<file path="config.mk">
export PLATFORM = sky130hd
export DESIGN_NAME = fifo_drain_router_flat
export DESIGN_NICKNAME = d
export VERILOG_FILES = /design/src/rtl/fifo_drain_router_pkg.sv /design/src/rtl/fifo_drain_router_if.sv /design/src/rtl/fifo_drain_router_dest_counter_bank.sv /design/src/rtl/fifo_drain_router.sv /design/src/flat_wrapper.sv
export SDC_FILE = /design/constraint.sdc
export NUM_CORES = 1
export LEC_CHECK = 0
export CORE_ASPECT_RATIO = 1.5
export CORE_MARGIN = 2
export CORE_UTILIZATION = 49
export CTS_CLUSTER_DIAMETER = 30
export DETAILED_ROUTE_END_ITERATION = 7
export PLACE_DENSITY = 0.84
export SLEW_MARGIN = 5
export SYNTH_ARGS = -nofsm -noshare
export SYNTH_HDL_FRONTEND = slang
export SYNTH_HIERARCHICAL = 1
export SYNTH_SLANG_ARGS = --single-unit
</file>
<file path="constraint.sdc">
create_clock -name clk -period 2.7 [get_ports clk]
set_input_delay 0.54 -clock clk [delete_from_list [all_inputs] [get_ports clk]]
set_output_delay 0.54 -clock clk [all_outputs]
set_load 0.03 [all_outputs]
</file>
<file path="src/rtl/fifo_drain_router_pkg.sv">
// Shared constants and FSM encoding for the packet-FIFO drain router.
// The word layout constants match the upstream packet FIFO.
package fifo_drain_router_pkg;

  localparam int WORD_SIZE = 10;
  localparam int DEST_W    = 2;
  localparam int NUM_DEST  = 2 ** DEST_W;
  localparam int CNT_W     = 8;

  typedef enum logic [2:0] {
    ST_IDLE  = 3'd0,
    ST_READ  = 3'd1,
    ST_CAPT  = 3'd2,
    ST_ROUTE = 3'd3,
    ST_PUSH  = 3'd4
  } state_e;

endpackage

</file>
<file path="src/rtl/fifo_drain_router_if.sv">
// Bundle of the FIFO read port, downstream channel and status signals of
// the drain router. master = router side, slave = surrounding logic.
interface fifo_drain_router_if
  import fifo_drain_router_pkg::*;
();

  logic                      enable;
  logic                      fifo_empty;
  logic [WORD_SIZE-1:0]      fifo_data_out;
  logic                      fifo_rd;
  logic [NUM_DEST-1:0]       dest_almost_full;
  logic [NUM_DEST-1:0]       out_push;
  logic [WORD_SIZE-1:0]      out_data;
  logic                      busy;
  logic [NUM_DEST*CNT_W-1:0] deliv_cnt;

  modport master (
    input  enable, fifo_empty, fifo_data_out, dest_almost_full,
    output fifo_rd, out_push, out_data, busy, deliv_cnt
  );

  modport slave (
    output enable, fifo_empty, fifo_data_out, dest_almost_full,
    input  fifo_rd, out_push, out_data, busy, deliv_cnt
  );

endinterface

</file>
<file path="src/rtl/fifo_drain_router_dest_counter_bank.sv">
// Per-destination delivery counters. Each counter advances by one on its
// bit of the one-hot increment vector and wraps silently.
module dest_counter_bank
  import fifo_drain_router_pkg::*;
(
  input  logic                      clk,
  input  logic                      reset,
  input  logic [NUM_DEST-1:0]       inc,
  output logic [NUM_DEST*CNT_W-1:0] cnt
);

  for (genvar d = 0; d < NUM_DEST; d++) begin : g_cnt
    logic [CNT_W-1:0] cnt_r;

    // Count deliveries to channel d; overflow wraps to zero.
    always_ff @(posedge clk or posedge reset) begin
      if (reset) begin
        cnt_r <= {CNT_W{1'b0}};
      end else if (inc[d]) begin
        cnt_r <= cnt_r + {{(CNT_W-1){1'b0}}, 1'b1};
      end
    end

    assign cnt[d*CNT_W +: CNT_W] = cnt_r;
  end

endmodule

</file>
<file path="src/rtl/fifo_drain_router.sv">
// Read-side consumer of the packet FIFO: pops one word at a time, holds it
// until the target channel has room, then pushes it there and counts it.
// All handshake outputs come straight from flops.
module fifo_drain_router
  import fifo_drain_router_pkg::*;
(
  input  logic                clk,
  input  logic                reset,
  fifo_drain_router_if.master bus
);

  state_e                    state_r;
  state_e                    state_s;
  logic                      fifo_rd_r;
  logic [NUM_DEST-1:0]       push_r;
  logic [NUM_DEST-1:0]       push_s;
  logic                      busy_r;
  logic [WORD_SIZE-1:0]      hold_r;
  logic [DEST_W-1:0]         dest_s;
  logic [NUM_DEST*CNT_W-1:0] cnt_s;

  assign dest_s = hold_r[WORD_SIZE-1 -: DEST_W];

  // Next-state decode; the FIFO empty flag only matters when a new word may start.
  always_comb begin
    state_s = state_r;
    case (state_r)
      ST_IDLE: begin
        if (bus.enable && !bus.fifo_empty) state_s = ST_READ;
        else                               state_s = ST_IDLE;
      end
      ST_READ:  state_s = ST_CAPT;
      ST_CAPT:  state_s = ST_ROUTE;
      ST_ROUTE: begin
        if (!bus.dest_almost_full[dest_s]) state_s = ST_PUSH;
        else                               state_s = ST_ROUTE;
      end
      ST_PUSH: begin
        if (bus.enable && !bus.fifo_empty) state_s = ST_READ;
        else                               state_s = ST_IDLE;
      end
      default:  state_s = ST_IDLE;
    endcase
  end

  // One-hot push strobe for the coming cycle, aimed at the held word's channel.
  always_comb begin
    push_s = {NUM_DEST{1'b0}};
    if (state_s == ST_PUSH) begin
      for (int i = 0; i < NUM_DEST; i++) begin
        push_s[i] = (dest_s == DEST_W'(i));
      end
    end else begin
      push_s = {NUM_DEST{1'b0}};
    end
  end

  // State register plus Moore outputs registered from the next state.
  always_ff @(posedge clk or posedge reset) begin
    if (reset) begin
      state_r   <= ST_IDLE;
      fifo_rd_r <= 1'b0;
      push_r    <= {NUM_DEST{1'b0}};
      busy_r    <= 1'b0;
    end else begin
      state_r   <= state_s;
      fifo_rd_r <= (state_s == ST_READ);
      push_r    <= push_s;
      busy_r    <= (state_s != ST_IDLE);
    end
  end

  // Capture the popped word one cycle after the read; it doubles as out_data.
  always_ff @(posedge clk or posedge reset) begin
    if (reset) begin
      hold_r <= {WORD_SIZE{1'b0}};
    end else if (state_r == ST_CAPT) begin
      hold_r <= bus.fifo_data_out;
    end
  end

  dest_counter_bank u_counters (
    .clk   (clk),
    .reset (reset),
    .inc   (push_r),
    .cnt   (cnt_s)
  );

  assign bus.fifo_rd   = fifo_rd_r;
  assign bus.out_push  = push_r;
  assign bus.out_data  = hold_r;
  assign bus.busy      = busy_r;
  assign bus.deliv_cnt = cnt_s;

endmodule

</file>
<file path="src/flat_wrapper.sv">
// flat-port wrapper written by rule: the top's interface ports become plain ports
module fifo_drain_router_flat import fifo_drain_router_pkg::*;
  (clk, reset, bus_enable, bus_fifo_empty, bus_fifo_data_out, bus_dest_almost_full, bus_fifo_rd, bus_out_push, bus_out_data, bus_busy, bus_deliv_cnt);
  fifo_drain_router_if bus_i ();
  input  logic clk;
  input  logic reset;
  input wire logic [$bits(bus_i.enable)-1:0] bus_enable;
  input wire logic [$bits(bus_i.fifo_empty)-1:0] bus_fifo_empty;
  input wire logic [$bits(bus_i.fifo_data_out)-1:0] bus_fifo_data_out;
  input wire logic [$bits(bus_i.dest_almost_full)-1:0] bus_dest_almost_full;
  output wire logic [$bits(bus_i.fifo_rd)-1:0] bus_fifo_rd;
  output wire logic [$bits(bus_i.out_push)-1:0] bus_out_push;
  output wire logic [$bits(bus_i.out_data)-1:0] bus_out_data;
  output wire logic [$bits(bus_i.busy)-1:0] bus_busy;
  output wire logic [$bits(bus_i.deliv_cnt)-1:0] bus_deliv_cnt;
  assign bus_i.enable = bus_enable;
  assign bus_i.fifo_empty = bus_fifo_empty;
  assign bus_i.fifo_data_out = bus_fifo_data_out;
  assign bus_i.dest_almost_full = bus_dest_almost_full;
  assign bus_fifo_rd = bus_i.fifo_rd;
  assign bus_out_push = bus_i.out_push;
  assign bus_out_data = bus_i.out_data;
  assign bus_busy = bus_i.busy;
  assign bus_deliv_cnt = bus_i.deliv_cnt;
  fifo_drain_router u_core (.clk(clk), .reset(reset), .bus(bus_i));
endmodule
</file>
# Word level (Yosys, flattened, before mapping)
# Cells that the tools add are included.
# totals
register_bits,51
inputBits,18
out_inout_bits,48
word_cells,35
# classes
add_sub_neg,4
order_cmp,1
n_eq_ne,9
n_mux,6
n_reduce_logical,6
# ops
cell,n
8-bit by 1-bit adder with 8-bit output (second input constant),4
3-bit one-hot mux with 4 select lines,1
3-bit by 1-bit == test with 1-bit output (second input constant),2
3-bit by 2-bit == test with 1-bit output (second input constant),2
3-bit == test (second input constant),2
2-bit == test (second input constant),2
4-bit two-way mux,1
3-bit zero test,1
2-bit by 3-bit < comparator with 1-bit output (second input constant),1
3-bit two-way mux,1
3-bit nonzero test,1
1-bit binary-select mux with 2-bit select,1
2-bit by 1-bit == test with 1-bit output (second input constant),1
2-bit zero test,1
1-bit two-way mux,2
2-bit OR reduction,1
1-bit logical AND,1
1-bit zero test,1

# Logic depth before layout (Yosys ltp)
# depth
ltp_word,6
ltp_mapped,4
ltp_nobuf,4

# Cells and area by module
# Netlist, hierarchy kept.
# by_module_without_submodules
module,instances,cells_each,area_per_inst_um2,seq_area_each_um2
dest_counter_bank,1,105,1365.1,800.8
fifo_drain_router,1,46,734.5,475.5

# Worst setup path after synthesis
# OpenSTA, ideal clock, no wires.
# synth_timing
path_type,reg2reg
startpoint,reg u_core.hold_r[8] (netlist: u_core/bus.out_data[8])
endpoint,reg u_core.state_r[0]
setup_time_ns,0.124
arrival_ns,1.398
required_time_ns,2.576
path_slack_ns,1.178
path_stages_with_launch,3
path_buffers,0
period_less_slack_ns,1.522
path_cell_list,dfrtp_1 > mux4_2 > a211o_1
# synth_between
elab_chain_len,4
# synth_rtl
element,line,source
"start, declared",fifo_drain_router.sv:18,logic [WORD_SIZE-1:0] hold_r;
"start signal, assigned",fifo_drain_router.sv:76,hold_r <= {WORD_SIZE{1'b0}};
"start signal, assigned",fifo_drain_router.sv:78,hold_r <= bus.fifo_data_out;
1-bit binary-select mux with 2-bit select,fifo_drain_router.sv:35,if (!bus.dest_almost_full[dest_s]) state_s = ST_PUSH;
1-bit two-way mux (not written as such),fifo_drain_router.sv:35,
3-bit two-way mux,fifo_drain_router.sv:35,
3-bit one-hot mux with 4 select lines,fifo_drain_router.sv:27,case (state_r)
net u_core.state_s[0],fifo_drain_router.sv:13,state_e state_s;
"end signal, assigned",fifo_drain_router.sv:66,state_r <= state_s;
"end, declared",fifo_drain_router.sv:12,state_e state_r;
# The timed path passes the listed nets, and every way through them passes these cells. The select of a mux whose other input is x is not followed.
# A chain may end at the register's enable or synchronous reset.

# Final worst setup path
# layout_timing
startpoint,reg u_core.push_r[1] (netlist: u_core/bus.out_push[1])
endpoint,out bus_out_push[1]
# layout_lines
element,line,source
"start, declared",fifo_drain_router.sv:15,logic [NUM_DEST-1:0] push_r;
"start signal, assigned",fifo_drain_router.sv:63,push_r <= {NUM_DEST{1'b0}};
"start signal, assigned",fifo_drain_router.sv:68,push_r <= push_s;
"end, declared",flat_wrapper.sv:12,output wire logic [$bits(bus_i.out_push)-1:0] bus_out_push;
# No word-level cell between the ends.

==> metrics.md <==
| Metric | Value |
|---|---|
| Status | complete, no violations |
| Filler cells | 321 |
| CP peak stage delay | 0.72 ns |
| Crit. End Element | primary output |
| Pwr dens | 1000 nW/um^2 |
| Resized Gates After CTS | 0 |
| Dpl hpwl | 3.01 mm |
| Most frequent cell after synthesis | dfrtp_1 |
| Top_reg_cell synth | dfrtp_1 |
| Fin. max-slew vios | 0 |
| GPL Wtd Cong | 0.724 |
| Fmax | 486 MHz |
| Vias in the first global route | 1436 |
| Worst relative slew slack | 0.414 |
| Max IR drop VDD | 0.703 mV |
| Total negative slack | 0 ns |
| Worst path bufs/invs | 1 |
| Netlist cell types | 24 |
| Final critical-path share of the clock period | 0.762 |
| WL/cell | 14.6 um |
| DRC Markers | 0 |
| Critical R2R Capture | u_core/bus.out_data[8] |
| Overall Global Routing Usage | 0.181 |
| Unrepaired setup endpoints after global routing | no |
| Final Hold Viols | 0 |
| Via-to-Cell Ratio | 5.10 |
| Buffers on Ports | 65 |
| Syn. warnings | 6 |
| Share of layout cells above drive strength 1 | 0.161 |
| Top post-synthesis cells by count | 51 x dfrtp_1, 15 x xnor2_1, 14 x mux2_2, 14 x nand2_1, 13 x xor2_1 |
| CP endpoint | bus_out_push[1] |
| Placed cell area | 2810 um^2 |
| Final WL | 3.95 mm |
| Clock latency on the worst-skew pair | 0.30 ns |
| Layout area overhead | 39.3% |
| Critical Path Stages | 1 |
| Tightest Hold Check Type | reg -> reg |
| Worst-case clock buffer depth | 2 |
| Layout Nets | 245 |
| Total power | 2.94 mW |
| First-pass GRT wire length | 6.71 mm |
| R2R cell count | 2 |
| Core area | 4170 um^2 |
| CTS Buf Count | 5 |
| Critical Path Start Type | flip-flop |
| Post-placement cell count | 262 |
| Critical Path Fanout Max | 7 |
| CP required | 2.16 ns |
| Final setup vio count | 0 |
| Final worst setup slack | 0.642 ns |
| Worst Setup SP | u_core/bus.out_push[1] |
| Largest net degree at the start of global routing | 33 |
| Final hold slack | 0.473 ns |
| Leakage | 1.32 nW |
| EDFF count, synth | 0 |
| Mapped Nets | 173 |
| MaxCap Viol Count | 0 |
| # H-tree levels | 2 |
| Synthesized area | 2100 um^2 |
| CP Cell Sequence | clkdlybuf4s50_1 |
| Vias | 1378 |
| Cell row count | 29 |
| Iteration-0 DRC Markers | 25 |
| Total gr overflow | 0 |
| Die area | 4840 um^2 |
| Worst-case clock skew | 0.00936 ns |
| Period minus WS final | 2.06 ns |
| Hold-fix buffers at CTS | 0 |
| Flops & latches, synth | 51 |
| Synth async-reset ratio | 1.00 |
| Height of the chip | 84.2 um |
| Top area cells in the synthesized netlist | dfrtp_1 61%, mux2_2 7.5%, xnor2_1 6.3%, xor2_1 5.4%, nand2_1 2.5% |
| Setup bufs post-CTS | 0 |
| Clk root buf | clkbuf_8 |
| Clock sink total | 51 |
| Yosys top cell by area | dfrtp_1 |
| Seq/Total Area, Yosys | 0.608 |
| Post-layout util | 0.701 |
| Antenna-violating nets left | 0 |
| FF-to-FF setup slack | 0.98 ns |
| 1st-pass router iterations | 4 |
| Top cell type's share of synthesized area | 0.608 |
| CTS tree | yes |
| DIE WIDTH | 57.4 um |
| Worst r2r src | u_core/state_r[0] |
| Final instance area | 2930 um^2 |
| Setup CP Type | reg -> out |
| Worst-Margin Slew | 0.876 ns |
| Initial antenna violation count | 0 |
| # IOs | 66 |
| Synth Instances | 151 |
| Clock-pin slew on the worst setup and hold paths | 0.09 ns |
| Post-Layout Cell Count | 270 |
| CP max stage cell | clkdlybuf4s50_1 |
| Diode count | 0 |
| Critical path's top delay family | buffers and inverters |
| Mean Syn Cell Area | 13.9 um^2 |
| Starting Density | 0.503 |
| Place WS | 0.833 ns |
| Arr. time, crit path | 1.52 ns |
## worst min path at each step
stage | startpoint | cells past startpoint | end | slack [ns]
after global placement | u_core/u_counters/g_cnt[3].cnt_r[7] | 1 | u_core/u_counters/g_cnt[3].cnt_r[7] | 0.46
after CTS | u_core/u_counters/g_cnt[0].cnt_r[7] | 1 | u_core/u_counters/g_cnt[0].cnt_r[7] | 0.48
after detailed placement | u_core/u_counters/g_cnt[0].cnt_r[7] | 1 | u_core/u_counters/g_cnt[0].cnt_r[7] | 0.46
final | u_core/u_counters/g_cnt[0].cnt_r[7] | 1 | u_core/u_counters/g_cnt[0].cnt_r[7] | 0.47
after global routing | u_core/u_counters/g_cnt[1].cnt_r[7] | 1 | u_core/u_counters/g_cnt[1].cnt_r[7] | 0.49
after floorplan | reset | 1 | u_core/bus.busy | 0.49
## logic make-up after synthesis
logic type / synth area share
AOI/OAI and AO/OA: 0.0125
xor gates and xnor gates: 0.117
adders and majority gates: 0.0238
buffers and inverters: 0.00715
DFF: 0.608
muxes: 0.0858
and+or+nand+nor: 0.146
## placed cells by master, fill, tap and decap left out, drive strengths merged, types with 3 or more instances in the layout
| cell | n |
|---|---|
| xnor2 | 15 |
| nor4b | 3 |
| xor2 | 13 |
| clkdlybuf4s50 | 65 |
| mux2 | 14 |
| nand2 | 14 |
| and3 | 3 |
| ha | 4 |
| nand4 | 11 |
| nor3 | 4 |
| dfrtp | 51 |
| nor2 | 6 |
| clkbuf | 6 |
## power breakdown
part | total [mW] | switching [mW] | internal [mW]
sequential | 1.20 | 0.228 | 0.968
combinational | 1.20 | 0.624 | 0.581
clock | 0.535 | 0.236 | 0.300
total | 2.94 | 1.09 | 1.85
## per-layer routing
metal	part of all wire	track usage
met2	0.53	0.306
met5	0	0
met3	0.061	0.0524
met4	0.018	0.0698
met1	0.39	0.213
## final cells by class
cell class	count	area (um^2)	share of cell area
Tap cell	46	57.6	0.0197
Clock inverter	2	35.0	0.0120
Inverter	2	7.51	0.00257
Timing Repair Buffer	66	658	0.225
Sequential cell	51	1280	0.436
Clock buffer	6	82.6	0.0282
Multi-Input combinational cell	97	808	0.276
## state kept, by name, indices dropped and copies added (netlist names)
register	cells
u_core/bus.busy	1
u_core/bus.fifo_rd	1
u_core/bus.out_data	10
u_core/bus.out_push	4
u_core/state_r	3
u_core/u_counters/g_cnt.cnt_r	32
## worst register-to-register path, cell delays in order, from the launching register on
cell     delay [ns]
dfrtp_1        0.45
nor3b_2        0.73
mux2_2         0.42
Power figures use the tool's default switching activity.
